==> src/rtl/dct_state_ctrl.sv <==
// Sequencer for the DCT stage of the MFCC pipeline: walks every (cepstral, mel) pair,
// pacing the external multiplier, accumulator and MFCC write port with fixed latencies.
module dct_state_ctrl #(
    parameter int NUM_MEL     = 26,
    parameter int NUM_CEPS    = 13,
    parameter int LOOPS_MUL   = 10,
    parameter int LOOPS_ADD   = 10,
    parameter int LOOPS_WRITE = 2
) (
    input  logic       clk,
    input  logic       rst_n,
    input  logic       dct_state_en,
    output logic       mel_rd_en,
    output logic [4:0] mel_addr,
    output logic [8:0] cos_addr,
    output logic       mul_en,
    output logic       add_en,
    output logic       acc_clr,
    output logic       mfcc_wr_en,
    output logic [3:0] mfcc_addr,
    output logic       busy,
    output logic       dct_done
);

    typedef enum logic [3:0] {
        S_IDLE,
        S_START,
        S_READ,
        S_MUL,
        S_ADD,
        S_BRANCH,
        S_WRITE,
        S_NEXT,
        S_DONE
    } state_t;

    localparam logic [4:0] MEL_LAST   = 5'(NUM_MEL - 1);
    localparam logic [3:0] CEPS_LAST  = 4'(NUM_CEPS - 1);
    localparam logic [3:0] MUL_LAST   = 4'(LOOPS_MUL - 1);
    localparam logic [3:0] ADD_LAST   = 4'(LOOPS_ADD - 1);
    localparam logic [3:0] WRITE_LAST = 4'(LOOPS_WRITE - 1);

    state_t     state_q, state_d;
    logic [4:0] mel_idx_q, mel_idx_d;
    logic [3:0] ceps_idx_q, ceps_idx_d;
    logic [3:0] wait_q, wait_d;

    always_ff @(posedge clk or negedge rst_n) begin
        if (!rst_n) begin
            state_q    <= S_IDLE;
            mel_idx_q  <= '0;
            ceps_idx_q <= '0;
            wait_q     <= '0;
        end else begin
            state_q    <= state_d;
            mel_idx_q  <= mel_idx_d;
            ceps_idx_q <= ceps_idx_d;
            wait_q     <= wait_d;
        end
    end

    always_comb begin
        state_d    = state_q;
        mel_idx_d  = mel_idx_q;
        ceps_idx_d = ceps_idx_q;
        case (state_q)
            S_IDLE: begin
                // Indices are zeroed on the way into START so START already shows address 0.
                if (dct_state_en) begin
                    state_d    = S_START;
                    mel_idx_d  = '0;
                    ceps_idx_d = '0;
                end
            end
            S_START: begin
                mel_idx_d  = '0;
                ceps_idx_d = '0;
                state_d    = S_READ;
            end
            S_READ: state_d = S_MUL;
            S_MUL: begin
                if (wait_q == MUL_LAST) state_d = S_ADD;
            end
            S_ADD: begin
                if (wait_q == ADD_LAST) state_d = S_BRANCH;
            end
            S_BRANCH: begin
                if (mel_idx_q == MEL_LAST) begin
                    state_d = S_WRITE;
                end else begin
                    mel_idx_d = mel_idx_q + 5'd1;
                    state_d   = S_READ;
                end
            end
            S_WRITE: begin
                if (wait_q == WRITE_LAST) state_d = S_NEXT;
            end
            S_NEXT: begin
                if (ceps_idx_q == CEPS_LAST) begin
                    state_d = S_DONE;
                end else begin
                    ceps_idx_d = ceps_idx_q + 4'd1;
                    mel_idx_d  = '0;
                    state_d    = S_READ;
                end
            end
            S_DONE:  state_d = S_IDLE;
            default: state_d = S_IDLE;
        endcase
    end

    // The wait counter restarts on every state change and only runs in the timed states.
    always_comb begin
        wait_d = '0;
        if ((state_d == state_q) &&
            ((state_q == S_MUL) || (state_q == S_ADD) || (state_q == S_WRITE))) begin
            wait_d = wait_q + 4'd1;
        end
    end

    always_comb begin
        mel_rd_en  = 1'b0;
        mul_en     = 1'b0;
        add_en     = 1'b0;
        acc_clr    = 1'b0;
        mfcc_wr_en = 1'b0;
        dct_done   = 1'b0;
        busy       = (state_q != S_IDLE);
        case (state_q)
            S_START: acc_clr    = 1'b1;
            S_READ:  mel_rd_en  = 1'b1;
            S_MUL:   mul_en     = 1'b1;
            S_ADD:   add_en     = 1'b1;
            S_WRITE: mfcc_wr_en = 1'b1;
            S_NEXT:  acc_clr    = 1'b1;
            S_DONE:  dct_done   = 1'b1;
            default: ;
        endcase
    end

    assign mel_addr  = mel_idx_q;
    assign mfcc_addr = ceps_idx_q;
    assign cos_addr  = 9'(ceps_idx_q) * 9'(NUM_MEL) + 9'(mel_idx_q);

endmodule

==> config.mk <==
export PLATFORM = sky130hd
export DESIGN_NAME = dct_state_ctrl
export DESIGN_NICKNAME = d
export VERILOG_FILES = /design/src/rtl/dct_state_ctrl.sv
export SDC_FILE = /design/constraint.sdc
export NUM_CORES = 1
export LEC_CHECK = 0
export BUFFER_PORTS_ARGS = -buffer_cell sky130_fd_sc_hd__buf_2
export CORE_ASPECT_RATIO = 1.1
export CORE_MARGIN = 4
export CORE_UTILIZATION = 35
export DETAILED_ROUTE_END_ITERATION = 12
export PLACE_DENSITY = 0.61
export SYNTH_ARGS = -nofsm -noshare
export SYNTH_HDL_FRONTEND = slang
export SYNTH_SLANG_ARGS = --single-unit
export TNS_END_PERCENT = 10
==> constraint.sdc <==
create_clock -name clk -period 2.7 [get_ports clk]
set_input_delay 0.27 -clock clk [delete_from_list [all_inputs] [get_ports clk]]
set_output_delay 0.27 -clock clk [all_outputs]
set_load 0.03 [all_outputs]
==> results.py, run 1 <==
metrics = {
    "status": {
        "outcome": "finished with violations",
        "violations": "negative setup slack",
    },
    "logic_synthesis": {
        "synth_top_area_share_pct": 27.3,
        "synth-seq-area-share_pct": 27.3,
        "synth_area_leader_cell": "dfrtp_1",
        "synth_nets": 200,
        "synth-seq-cells": 17,
        "avgSynthCellArea_um2": 8.96,
        "synth_edf_count": 0,
        "ys_async_sr_fraction_pct": 100,
        "synth_area_leaders": "dfrtp_1 27%, ha_1 17%, a21oi_1 4.2%, inv_1 3.6%, xnor2_1 3.4%",
        "synth.cell_area_um2": 1560,
        "synth_flop_cell": "dfrtp_1",
        "yosysWarnings": 0,
        "synthDistinctLibCells": 47,
        "syn_inst": 174,
    },
    "timing": {
        "fmaxAchievable_mhz": 343,
        "final.period_utilization_pct": 108,
        "hold_viol": 0,
        "grt_setup_unrepaired": "yes",
        "maxSlewViolCount": 0,
        "setup_viol": 3,
        "maxSlewHeadroom_pct": 61.4,
        "worst_slew_pin_slew_ns": 0.579,
        "skew_ns": 0.00315,
        "whs_ns": 0.477,
        "min_period_ns": 2.91,
        "setup_tns_ns": -0.418,
        "setup_slack_ns": -0.214,
    },
    "critical_path": {
        "cp_max_fo": 5,
        "setup.worst_path.start_class": "flop",
        "crit_slowest_cell": "dfrtp_2",
        "critical_path.endpoint_type": "primary output",
        "critPathRequiredTime_ns": 2.43,
        "crit_chain": "inv_2, ha_4, ha_4, ha_4, ha_4, o21ai_0, o21a_1, nor4_2, xnor3_2, buf_6",
        "r2r_setup_slack_ns": 0.74,
        "crit_type": "reg2out",
        "cpPeakStageDelay_ns": 0.44,
        "timing.rr.start": "state_q[2]",
        "rr_worst_depth": 4,
        "r2r_end": "mel_addr[4]",
        "cpMostUsedCell": "ha_4",
        "cp.arrival_ns": 2.64,
    },
    "job": {
        "max_cap_violations": 0,
    },
    "route": {
        "vias": 1362,
        "via_per_inst": 5.16,
        "first_pass_iters": 4,
        "drt_iter0_drc": 41,
        "routedWlPerCell_um": 13.1,
        "drcViolationCount": 0,
        "antenna_left": 0,
        "wirelength_mm": 3.45,
    },
    "placement": {
        "io_buffers": 27,
        "post-place-cells": 259,
        "pre_cts_slack_ns": -0.0335,
        "post_dp_cell_area_um2": 1910,
        "hpwl_mm": 2.65,
        "gp_congestion": 0.759,
    },
    "power": {
        "ir_drop_uv": 163,
        "p_comb_share_pct": 1.9,
        "pwr_density_cell_nw_per_um2": 226,
        "p_sw_uw": 94.6,
        "p_leak_nw": 0.975,
        "power_frac_clock_pct": 42.0,
        "p_int_uw": 359,
        "p_sw_share_pct": 20.8,
        "p_seq_share_pct": 56.1,
        "p_total_uw": 454,
    },
    "global_routing": {
        "grtUsageTotal_pct": 13.2,
        "antenna_found_initial": 0,
        "grt_pass1_wl_mm": 5.93,
        "overflow": 0,
        "grt_max_degree": 22,
        "grt_util_met3_pct": 1.68,
        "met1_usage_pct": 17.4,
        "grt_pass1_vias": 1290,
        "grt_busiest_layer": "met2",
        "met2_usage_pct": 21.2,
    },
    "worst_hold_path": {
        "hold_path.class": "in2async",
    },
    "clock_tree": {
        "cts_tree": "yes",
        "clkLatencyLatePin_ns": 0.25,
        "cts_sinks": 17,
        "cts-htree-levels": 1,
        "cts_setup_buffers": 0,
        "clk_pin_slew_ns": 0.07,
        "cts_buffers": 3,
        "cts_buffer_depth": 2,
        "cts_root_buffer": "clkbuf_8",
    },
    "die": {
        "coreArea_um2": 4320,
        "start_util_pct": 36.1,
        "top_level_ports": 28,
        "die_y_um": 78.0,
        "die_area_um2": 5590,
        "fp-row-count": 25,
        "fp.dieW_um": 71.6,
    },
    "finish": {
        "n_antenna_cell": 0,
        "fin_nets": 237,
        "syn_to_final_growth_pct": 28.7,
        "fin_util_pct": 46.5,
        "drive_gt1_share_pct": 33.3,
        "design_area_um2": 2010,
        "stdcell_count": 264,
    },
}
sequential cells by signal, summed over array words and instances, names as in the netlist:
signal and flops:
mel_addr 5, mfcc_addr 4, state_q 4, wait_q 4
Yosys cell counts (3+ instances only):
master    count
nor2b_1       3
nand3_1       6
xor2_1        4
xnor2_1       6
nor3b_1       3
nand2b_1      4
o21bai_1      3
a21oi_1      13
o22ai_1       3
nor3_1        5
inv_1        15
ha_1         21
dfrtp_1      17
nor2_1       12
o21ai_0       8
o31ai_1       3
or4_1         3
a21o_1        3
clkbuf_1      3
nand2_1       5
critical path: cells and delay by family (launching register included):
kind	cells	cell delay, ns
AND/OR/NAND/NOR	1	0.23
flip-flops	1	0.44
buffers and inverters	2	0.24
AO/OA/AOI/OAI	2	0.28
adder cells (fa/ha/maj)	4	0.93
XOR/XNOR	1	0.29
cells by family (layout without fill, tap and decap cells):
family / count (synthesis) / in the layout / synth area share (%)
AND/OR/NAND/NOR: 55 / 55 / 21.0
AO/OA/AOI/OAI: 44 / 44 / 18.1
adder cells (fa/ha/maj): 23 / 23 / 19.4
buffers and inverters: 23 / 59 / 6.42
flip-flops: 17 / 17 / 27.3
XOR/XNOR: 11 / 11 / 7.06
multiplexers: 1 / 1 / 0.642
how the worst max path moves through the flow:
stage                       startpoint          end  cells past startpoint
after floorplan           mfcc_addr[2]  cos_addr[8]                      9
after global placement    mfcc_addr[2]  cos_addr[8]                     10
after detailed placement  mfcc_addr[2]  cos_addr[8]                     10
after CTS                 mfcc_addr[1]  cos_addr[8]                      9
after global routing      mfcc_addr[1]  cos_addr[8]                     11
final                     mfcc_addr[1]  cos_addr[8]                     10
cells in the final DEF (no fill, tap or decap), types with 4 or more instances in the layout:
cell	n
buf_4	15
ha_1	15
xnor2_1	4
a21oi_1	12
nand3_1	6
buf_2	23
dfrtp_2	4
dfrtp_1	13
nand2_1	5
o21ai_0	7
nor2_1	12
nand2b_1	4
ha_4	6
inv_1	12
nor3_1	5
repair_timing:
action	4_1_cts	5_1_grt
resized for setup	8	4
endpoints found under the setup margin	3	4
endpoints found under the hold margin	17	0
pin swaps	1	0
hold buffers	1	0
power groups by stage:
| stage | logic [mW] | registers, mW | clock network [mW] |
|---|---|---|---|
| final | 0.00856 | 0.255 | 0.191 |
| after floorplan | 0.000531 | 0.259 | 0 |
| after CTS | 0.00909 | 0.254 | 0.198 |
| after detailed placement | 0.00794 | 0.259 | 0 |
| after global routing | 0.00998 | 0.254 | 0.212 |
| after global placement | 0.00786 | 0.259 | 0 |
cell type report:
type                       instances  area, um^2
inverter                          15        56.3
timing repair buffer              40         249
sequential                        17         430
clock inverter                     1        5.00
fill                             436        2310
tap                               54        67.6
multi-input combinational        134        1160
clock buffer                       3        41.3
layer usage:
metal / up-vias / part of all wire, %
met5: - / 0
met4: 0 / 1.5
met3: 4 / 2.1
met2: 20 / 49
met1: 641 / 47
li1: 697 / -
No activity file was read; power rests on OpenSTA's default activity.
==> inputs of run 2 (changes only) <==
CELL_PAD_IN_SITES_DETAIL_PLACEMENT = 1   (was not set)
CELL_PAD_IN_SITES_GLOBAL_PLACEMENT = 1   (was not set)
GPL_TIMING_DRIVEN = 0   (was not set)
PLACE_DENSITY = 0.76   (was 0.61)
==> results.py, run 2 (same netlist as run 1, synthesis figures left out) <==
metrics = {
    "job": {
        "max_cap_violations": 0,
    },
    "die": {
        "coreArea_um2": 4320,
        "top_level_ports": 28,
        "fp.dieW_um": 71.6,
        "fp-row-count": 25,
        "die_y_um": 78.0,
        "die_area_um2": 5590,
        "start_util_pct": 36.1,
    },
    "timing": {
        "setup_slack_ns": -0.372,
        "maxSlewHeadroom_pct": 71.0,
        "maxSlewViolCount": 0,
        "whs_ns": 0.460,
        "worst_slew_pin_slew_ns": 0.435,
        "setup_tns_ns": -0.798,
        "fmaxAchievable_mhz": 326,
        "skew_ns": 0.00596,
        "final.period_utilization_pct": 114,
        "min_period_ns": 3.07,
        "setup_viol": 3,
        "hold_viol": 0,
        "grt_setup_unrepaired": "yes",
    },
    "power": {
        "p_comb_share_pct": 1.8,
        "p_leak_nw": 0.979,
        "power_frac_clock_pct": 43.7,
        "p_int_uw": 361,
        "p_sw_uw": 106,
        "p_sw_share_pct": 22.7,
        "pwr_density_cell_nw_per_um2": 229,
        "p_seq_share_pct": 54.4,
        "ir_drop_uv": 249,
    },
    "global_routing": {
        "grt_pass1_wl_mm": 6.91,
        "grt_max_degree": 18,
        "overflow": 0,
        "grt_pass1_vias": 1445,
        "antenna_found_initial": 0,
        "grtUsageTotal_pct": 15.6,
    },
    "critical_path": {
        "cp_max_fo": 5,
        "r2r_setup_slack_ns": 0.88,
        "setup.worst_path.start_class": "flop",
        "rr_worst_depth": 5,
        "critical_path.endpoint_type": "primary output",
        "cp.arrival_ns": 2.80,
        "critPathRequiredTime_ns": 2.43,
        "crit_type": "reg2out",
        "r2r_end": "mfcc_addr[0]",
        "timing.rr.start": "mfcc_addr[3]",
    },
    "clock_tree": {
        "cts_sinks": 17,
        "cts_buffer_depth": 2,
        "cts_buffers": 3,
        "cts_root_buffer": "clkbuf_8",
        "clkLatencyLatePin_ns": 0.26,
        "cts_tree": "yes",
        "cts-htree-levels": 1,
        "clk_pin_slew_ns": 0.07,
    },
    "route": {
        "vias": 1402,
        "drt_iter0_drc": 19,
        "via_per_inst": 5.27,
        "drcViolationCount": 0,
        "routedWlPerCell_um": 15.5,
        "first_pass_iters": 4,
        "antenna_left": 0,
        "wirelength_mm": 4.11,
    },
    "finish": {
        "n_antenna_cell": 0,
        "largest_reg_flops": 5,
        "fin_nets": 239,
        "fillerInstances": 515,
        "final_common_cell": "buf_2",
        "layout_common_cells": "27 x buf_2, 15 x ha_1, 13 x dfrtp_1",
        "drive_gt1_share_pct": 33.5,
        "syn_to_final_growth_pct": 30.7,
    },
    "status": {
        "violations": "negative setup slack",
        "outcome": "finished with violations",
    },
    "worst_hold_path": {
        "hold_path.class": "in2async",
    },
    "placement": {
        "hpwl_mm": 3.07,
        "io_buffers": 27,
        "gp_congestion": 0.724,
    },
}
==> run 2: metal layers <==
metal | global-route usage (%) | vias up | part of all wire, %
met3 | 1.81 | 5 | 2.4
met5 | 0 | - | 0
li1 | - | 692 | -
met1 | 18.5 | 685 | 43
met4 | 6.20 | 0 | 1.5
met2 | 27.9 | 20 | 53
==> run 2: cell type report <==
class	count	area, um^2	share of cell area [%]
plain buffers	8	43.8	2.15
well taps	54	67.6	3.31
clock buffers	3	41.3	2.03
repair buffers	34	199	9.76
clock inverters	1	7.51	0.368
inverters	15	58.8	2.89
flip-flops and latches	17	430	21.1
multi-input cells	134	1190	58.4
==> run 2: worst max-delay path, stage by stage, from the launching register on <==
cell and delay (ns):
dfrtp_2 0.45, inv_4 0.08, ha_4 0.20, ha_4 0.27
ha_4 0.13, inv_2 0.04, fa_2 0.40, xnor2_4 0.19
nand2b_4 0.08, nor4_4 0.27, xnor3_2 0.29, buf_6 0.15
==> run 2: repair_timing <==
action,CTS,global route
buffers inserted,2,4
hold buffers,1,0
setup endpoints to repair,3,4
gates cloned,0,0
gates resized for setup,6,9
endpoints found under the hold margin,17,0
pin swaps,1,5
==> run 2: metrics by stage <==
step	instance area, um^2	total power [mW]	setup WS (ns)	utilization [%]	cells
2_1_floorplan	1660	0.260	0.0144	-	174
3_3_place_gp	1860	0.268	-0.170	43.1	255
3_5_place_dp	1860	0.268	-0.177	43.1	255
4_1_cts	1960	0.476	-0.411	45.4	262
5_1_grt	2040	0.486	-0.475	47.2	266
6_report	2040	0.467	-0.372	47.2	266
==> run 2: power by group through the flow <==
stage          logic, mW  registers (mW)  clock network, mW
2_1_floorplan   0.000531           0.259                  0
3_3_place_gp     0.00822           0.259                  0
3_5_place_dp     0.00812           0.259                  0
4_1_cts          0.00922           0.254              0.213
5_1_grt           0.0100           0.254              0.221
6_report         0.00858           0.254              0.204
==> run 2: worst max path at each step <==
| stage | startpoint | endpoint | slack, ns | cells past startpoint |
|---|---|---|---|---|
| 2_1_floorplan | mfcc_addr[2] | cos_addr[8] | 0.01 | 9 |
| 3_3_place_gp | mfcc_addr[0] | cos_addr[8] | -0.17 | 11 |
| 3_5_place_dp | mfcc_addr[1] | cos_addr[8] | -0.18 | 11 |
| 6_report | mfcc_addr[1] | cos_addr[8] | -0.37 | 11 |
| 4_1_cts | mfcc_addr[1] | cos_addr[7] | -0.41 | 11 |
| 5_1_grt | mfcc_addr[1] | cos_addr[8] | -0.48 | 11 |
